### config.mk
export PLATFORM = sky130hd
export DESIGN_NAME = nor_from_nand_serial
export DESIGN_NICKNAME = d
export VERILOG_FILES = /design/src/rtl/nor_from_nand_serial.sv
export SDC_FILE = /design/constraint.sdc
export NUM_CORES = 1
export LEC_CHECK = 0
export ABC_AREA = 1
export BUFFER_PORTS_ARGS = -buffer_cell sky130_fd_sc_hd__buf_2
export CAP_MARGIN = 20
export CORE_MARGIN = 1
export CORE_UTILIZATION = 50
export DETAILED_ROUTE_END_ITERATION = 16
export PLACE_DENSITY_LB_ADDON = 0.25
export RECOVER_POWER = 100
export SYNTH_ARGS = -nofsm -noshare
export SYNTH_HDL_FRONTEND = slang
export SYNTH_SLANG_ARGS = --single-unit
### constraint.sdc
create_clock -name clk -period 1.5 [get_ports clk]
set_input_delay 0.3 -clock clk [delete_from_list [all_inputs] [get_ports clk]]
set_output_delay 0.3 -clock clk [all_outputs]
set_load 0.02 [all_outputs]
### src/rtl/nor_from_nand_serial.sv
// Bit-serial bitwise NOR built from a NAND-only bit slice. Result valid WIDTH cycles after accept.
// Takes no new operands until the result is taken. y is held in DONE while out_ready is low.
module nor_from_nand_serial #(
    parameter int WIDTH = 8
) (
    input  logic             clk,
    input  logic             rst,
    input  logic             in_valid,
    output logic             in_ready,
    input  logic [WIDTH-1:0] a,
    input  logic [WIDTH-1:0] b,
    output logic             out_valid,
    input  logic             out_ready,
    output logic [WIDTH-1:0] y,
    output logic             busy
);

    localparam int CW = $clog2(WIDTH);

    typedef enum logic [1:0] {
        S_IDLE  = 2'd0,
        S_SHIFT = 2'd1,
        S_DONE  = 2'd2
    } state_t;

    state_t           r_state;
    state_t           w_next;
    logic [CW-1:0]    r_cnt;
    logic [WIDTH-1:0] r_a;
    logic [WIDTH-1:0] r_b;
    logic [WIDTH-1:0] r_res;

    logic w_a0;
    logic w_b0;
    logic w_n1;
    logic w_n2;
    logic w_n3;
    logic w_bit;
    logic w_last;

    // The operands stay frozen; the counter selects the current bit, LSB first.
    assign w_a0   = r_a[r_cnt];
    assign w_b0   = r_b[r_cnt];
    assign w_n1   = ~(w_a0 & w_a0);
    assign w_n2   = ~(w_b0 & w_b0);
    assign w_n3   = ~(w_n1 & w_n2);
    assign w_bit  = ~(w_n3 & w_n3);
    assign w_last = (r_cnt == CW'(WIDTH - 1));

    always_ff @(posedge clk or posedge rst) begin
        if (rst) begin
            r_state <= S_IDLE;
        end else begin
            r_state <= w_next;
        end
    end

    always_comb begin
        w_next    = r_state;
        in_ready  = 1'b0;
        busy      = 1'b0;
        out_valid = 1'b0;
        y         = '0;
        case (r_state)
            S_IDLE: begin
                in_ready = 1'b1;
                if (in_valid) w_next = S_SHIFT;
            end
            S_SHIFT: begin
                busy = 1'b1;
                if (w_last) w_next = S_DONE;
            end
            S_DONE: begin
                out_valid = 1'b1;
                y         = r_res;
                if (out_ready) w_next = S_IDLE;
            end
            default: w_next = S_IDLE;
        endcase
    end

    always_ff @(posedge clk or posedge rst) begin
        if (rst) begin
            r_cnt <= '0;
            r_a   <= '0;
            r_b   <= '0;
            r_res <= '0;
        end else begin
            case (r_state)
                S_IDLE: begin
                    if (in_valid) begin
                        r_a   <= a;
                        r_b   <= b;
                        r_cnt <= '0;
                        r_res <= '0;
                    end
                end
                S_SHIFT: begin
                    // Bit i lands at position i after exactly WIDTH shifts from the top.
                    r_res <= {w_bit, r_res[WIDTH-1:1]};
                    if (!w_last) r_cnt <= r_cnt + 1'b1;
                end
                default: ;
            endcase
        end
    end

endmodule

==> results of run 1 <==
[Yosys cell counts]
cell type	instances	area, µm²
nand3_1	10	50.05
buf_2	1	5.000
buf_4	1	7.510
nand2_4	2	22.52
dfrtp_1	29	725.7
nor2_4	2	22.52
nor2_1	10	37.54
inv_4	1	6.260
o22ai_1	8	50.05
o21ai_4	1	16.27
inv_2	2	7.510
nand2_1	55	206.5
ha_1	2	25.02
a21oi_1	3	15.01
inv_1	15	56.30
o21ai_0	6	30.03
o21ai_1	1	5.000
buf_6	1	11.26
[metrics by stage]
stage	setup slack, ps	instances
2_1_floorplan	239.8	150
3_3_place_gp	208.3	208
3_5_place_dp	196.4	208
4_1_cts	8.697	217
5_1_grt	-56.26	217
6_report	30.38	217
[power by group through the flow]
| stage | Clock [W] | Combinational [W] | Sequential (W) |
|---|---|---|---|
| floorplan | 0 | 0.000958 | 0.00129 |
| global placement | 0 | 0.00110 | 0.00134 |
| detailed placement | 0 | 0.00115 | 0.00134 |
| CTS | 0.000460 | 0.00119 | 0.00133 |
| global route | 0.000489 | 0.00134 | 0.00137 |
| finish | 0.000441 | 0.00118 | 0.00133 |
[logic make-up after synthesis]
family	after synthesis	share of synthesized area, %
AND/OR/NAND/NOR	79	26.08
flip-flops	29	55.82
buffers and inverters	21	7.218
AO/OA/AOI/OAI	19	8.951
adder cells (fa/ha/maj)	2	1.925
[worst max-delay path, cell delays in order, from the launching register on]
cell and delay [ps]:
dfrtp_1 400, inv_2 100, nand2_4 100, nor2_1 100
buf_4 140
[cell type report]
cell class	instances	area, µm²	share of cell area (%)
flip-flops and latches	29	726.9	46.29
inverters	18	70.07	4.462
repair buffers	32	201.4	12.83
clock inverters	2	10.01	0.6374
multi-input cells	100	483.0	30.76
clock buffers	6	41.29	2.629
well taps	30	37.54	2.390
[worst max path at each step]
stage	from	endpoint	slack, ps	cells past startpoint
final	r_state[0]	y[6]	30	4
after floorplan	r_state[0]	y[0]	240	3
after detailed placement	r_cnt[0]	r_cnt[0]	200	5
after global placement	r_state[0]	y[7]	210	4
after global routing	r_state[0]	y[0]	-60	4
after CTS	r_state[0]	y[1]	9	4
[registers in the layout (all words and copies together), names as in the netlist]
signal	count
r_res	8
r_cnt	3
r_b	8
r_state	2
r_a	8
[per-layer routing]
layer,global-route usage (%),part of all wire (%),vias up
li1,-,-,544
met1,23.58,45,501
met2,34.18,48,31
met3,6.034,6.0,6
met4,11.84,1.5,0
met5,0,0,-
[repair_timing]
item / in CTS / in global routing
buffers inserted: 1 / 0
endpoints found under the setup margin: 10 / 11
resized for setup: 3 / 16
pin swaps: 1 / 0
==> flow_metrics.env, run 1 <==
export IMPL_syn_to_final_growth_pct=20.79
export IMPL_pwr_share_seq_pct=45.1
export IMPL_cts_sinks=29
export IMPL_cts_tree="done"
export IMPL_ant_nets=0
export IMPL_crit_path_end_kind="output port"
export IMPL_worstPathMaxFanout=10
export IMPL_p_leak_nw=0.8621
export IMPL_num_rows=18
export IMPL_hold_viol=0
export IMPL_p_per_area_nw_per_um2=1881
export IMPL_crit_arrival_ps=1170
export IMPL_holdWs_ps=149.0
export IMPL_grt_pass1_wl_um=3926
export IMPL_layout_common_cells="54 x nand2_1, 28 x dfrtp_1, 19 x buf_2"
export IMPL_cts_buffers=5
export IMPL_worstSetupPathType="reg2out"
export IMPL_comb_power_share_pct=40.0
export IMPL_yosysSeqAreaShare_pct=55.82
export IMPL_root_buffer="clkbuf_4"
export IMPL_avgSynthCellArea_um2=8.667
export IMPL_p_sw_share_pct=40.20
export IMPL_vias=1082
export IMPL_grt_antenna_before_repair=0
export IMPL_netlist_instances=150
export IMPL_p_clk_share_pct=14.9
export IMPL_grt_usage_pct=20.65
export IMPL_start_util_pct=52.47
export IMPL_rsz0062_at_grt="true"
export IMPL_nFillCells=237
export IMPL_hpwl_um=1684
export IMPL_clock_path_buffers=2
export IMPL_n_antenna_cell=0
export IMPL_r2r_end="r_b[4]"
export IMPL_final_common_cell="nand2_1"
export IMPL_wl_per_cell_um=11.27
export IMPL_nNetsFinal=208
export IMPL_place_area_um2=1471
export IMPL_cts_hold_buf=0
export IMPL_totalNegativeSetupSlack_ps=0
export IMPL_maxSlewViolCount=0
export IMPL_io_buffer_count=30
export IMPL_grt_pass1_vias=963
export IMPL_synth_seq_cells=29
export IMPL_gp_congestion=0.7580
export IMPL_max_slew_margin_rel_pct=52.90
export IMPL_cts_max_level=2
export IMPL_status="finished with violations"
export IMPL_r2r_start="r_state[0]"
export IMPL_finalPower_w=0.002953
export IMPL_holdCritPathClass="in2async"
export IMPL_period_minus_slack_ps=1470
export IMPL_drive_gt1_share_pct=27.27
export IMPL_ys_warnings_count=0
export IMPL_power_switching_w=0.001187
export IMPL_clk_latency_ps=330
export IMPL_drtIter0Drc=9
export IMPL_fmax_mhz=680.4
export IMPL_ir_worst_vdd_mv=1.188
export IMPL_min_period_over_period_pct=97.97
export IMPL_syn_nets=172
export IMPL_internal_power_w=0.001766
export IMPL_ff2ff_path_depth=6
export IMPL_overflow=0
export IMPL_critPathLaunchType="flop"
export IMPL_routed_via_density=4.986
export IMPL_ioPinCount=31
export IMPL_cap_violations=0
export IMPL_r2r_setup_slack_ps=100
export IMPL_skew_ps=10.09
export IMPL_die_w_um=52.99
export IMPL_first_pass_iters=10
export IMPL_drt_wl_total_um=2446
export IMPL_final_util_pct=63.38
export IMPL_grt_max_degree=30
export IMPL_die_height_um=52.99
export IMPL_synth_area_um2=1300
export IMPL_path_clk_slew_ps=90
export IMPL_finalSetupViolCount=0
export IMPL_drc=1
export IMPL_max_slew_worst_pin_slew_ps=706.6
export IMPL_cp_data_required_time_ps=1200
export IMPL_core_area_um2=2477
export IMPL_synth_cell_type_count=18
export IMPL_die_area_um2=2808
export IMPL_violations="design-rule violations"
export IMPL_fin_area_um2=1570
Power figures use the tool's default switching activity.
==> inputs of run 2 (changes only) <==
--- a/config.mk
+++ b/config.mk
@@ -8,7 +8,7 @@
 export ABC_AREA = 1
 export BUFFER_PORTS_ARGS = -buffer_cell sky130_fd_sc_hd__buf_2
 export CAP_MARGIN = 20
-export CORE_MARGIN = 1
+export CORE_MARGIN = 1.5
 export CORE_UTILIZATION = 50
 export DETAILED_ROUTE_END_ITERATION = 16
 export PLACE_DENSITY_LB_ADDON = 0.25
==> run 2 against run 1 <==
  * The flow finishes with violations (negative setup slack)
  * Clock power grew 5.9%
  * First-iteration DRC count increased to 3.4 times the previous value
  * Total power is 3.0% higher
  * Global-route usage up 0.20 points
==> flow_metrics.env, run 2 (synthesized netlist as in run 1, its figures left out) <==
export IMPL_top_regs="r_a: 8 flops, r_b: 8 flops, r_res: 8 flops"
export IMPL_cp_data_required_time_ps=1200
export IMPL_nNetsFinal=210
export IMPL_cp_slowest_cell="dfrtp_1"
export IMPL_root_buffer="clkbuf_4"
export IMPL_path_cells="inv_2, nand2_4, nor2_1, buf_4"
export IMPL_core_area_um2=2477
export IMPL_ant_nets=0
export IMPL_cpPeakStageDelay_ps=410
export IMPL_min_period_over_period_pct=102.2
export IMPL_gp_congestion=0.7888
export IMPL_vias=1076
export IMPL_pre_cts_ws_ps=163.7
export IMPL_max_slew_worst_pin_slew_ps=685.9
export IMPL_critPathLaunchType="flop"
export IMPL_grt_antenna_before_repair=0
export IMPL_n_antenna_cell=0
export IMPL_clock_path_buffers=2
export IMPL_finalPower_w=0.003042
export IMPL_maxSlewViolCount=0
export IMPL_ioPinCount=31
export IMPL_cts_sinks=29
export IMPL_r2r_start="r_state[0]"
export IMPL_hpwl_um=1671
export IMPL_hold_viol=0
export IMPL_grt_max_degree=30
export IMPL_first_pass_iters=4
export IMPL_drtIter0Drc=31
export IMPL_crit_path_end_kind="output port"
export IMPL_holdCritPathClass="in2async"
export IMPL_die_area_um2=2915
export IMPL_num_rows=18
export IMPL_cts_hold_buf=0
export IMPL_drc=0
export IMPL_die_w_um=53.99
export IMPL_skew_ps=6.912
export IMPL_fmax_mhz=652.2
export IMPL_wl_per_cell_um=11.87
export IMPL_violations="negative setup slack"
export IMPL_grt_pass1_vias=1006
export IMPL_status="finished with violations"
export IMPL_crit_arrival_ps=1230
export IMPL_cap_violations=0
export IMPL_p_leak_nw=0.8791
export IMPL_drive_gt1_share_pct=28.72
export IMPL_worstPathMaxFanout=5
export IMPL_io_buffer_count=30
export IMPL_start_util_pct=52.47
export IMPL_final_common_cell="nand2_1"
export IMPL_worstSetupPathType="reg2out"
export IMPL_routed_via_density=4.936
export IMPL_overflow=0
export IMPL_path_clk_slew_ps=90
export IMPL_drt_wl_total_um=2588
export IMPL_ir_worst_vdd_mv=1.168
export IMPL_max_slew_margin_rel_pct=54.27
export IMPL_period_minus_slack_ps=1533
export IMPL_placed_cells=208
export IMPL_clk_latency_ps=320
export IMPL_cts_tree="done"
export IMPL_layout_common_cells="54 x nand2_1, 28 x dfrtp_1, 19 x buf_2"
export IMPL_cts_max_level=2
export IMPL_totalNegativeSetupSlack_ps=-47.68
export IMPL_grt_pass1_wl_um=4222
export IMPL_nFillCells=229
export IMPL_r2r_end="r_res[3]"
export IMPL_rsz0062_at_grt="true"
export IMPL_fin_cells=218
export IMPL_setup_slack_ps=-33.35
export IMPL_grt_usage_pct=20.85
export IMPL_ff2ff_path_depth=5
export IMPL_p_per_area_nw_per_um2=1880
export IMPL_die_height_um=53.99
export IMPL_finalSetupViolCount=3
export IMPL_cts_buffers=5
export IMPL_syn_to_final_growth_pct=24.45
export IMPL_holdWs_ps=145.5
export IMPL_r2r_setup_slack_ps=100
==> run 2: changes by cell type in the layout (fill, tap and decap cells not counted) <==
cell	before	now
buf_4	9	7
clkinv_2	2	0
clkbuf_2	1	2
nand2_4	1	2
nor2_2	2	1
nor2_1	8	6
clkbuf_8	0	1
nor2_4	2	5
o21ai_1	0	1
buf_6	3	5
o21ai_0	7	6
==> run 2: power breakdown <==
part | switching, W | internal, W
combinational | 0.000767 | 0.000472
sequential | 0.000206 | 0.00113
clock | 0.000246 | 0.000221
==> run 2: final cells by class <==
type	count	area (µm²)	area share (%)
inverter	18	70.07	4.331
clock buffer	7	55.05	3.403
multi-input combinational	101	514.2	31.79
timing repair buffer	33	214.0	13.23
tap	30	37.54	2.320
sequential	29	726.9	44.93
==> run 2: critical path: cells and delay by family (launching register included) <==
kind,cells,cell delay (ps)
flops,1,410
simple gates,2,210
buf+inv,2,300
==> run 2: worst max path at each step <==
stage                    start       end  slack [ps]  depth (start not counted)
floorplan           r_state[0]      y[0]         240                          3
global placement    r_state[0]      y[7]         200                          4
detailed placement    r_cnt[0]  r_cnt[0]         160                          5
CTS                 r_state[1]      busy           3                          2
global route        r_state[0]      y[5]        -100                          4
finish              r_state[0]      y[4]         -30                          4
==> run 2: routing by layer <==
metal,up-vias,track usage (%),wire length [µm]
li1,553,-,-
met1,494,24.95,1133
met2,24,33.94,1307
met3,5,5.833,100
met4,0,11.25,46
met5,-,0,0
==> run 2: what timing repair did <==
item                                    CTS  global route
setup buffers                             1             1
gates resized for setup                   3            23
cloned                                    0             1
endpoints found under the setup margin    9            10
pin swaps                                 0             3
==> run 2: through the flow <==
| step | area, µm² | util (%) |
|---|---|---|
| 2_1_floorplan | 1300 | - |
| 5_1_grt | 1618 | 65.30 |
| 4_1_cts | 1543 | 62.27 |
| 3_5_place_dp | 1471 | 59.39 |
| 3_3_place_gp | 1471 | 59.39 |
| 6_report | 1618 | 65.30 |
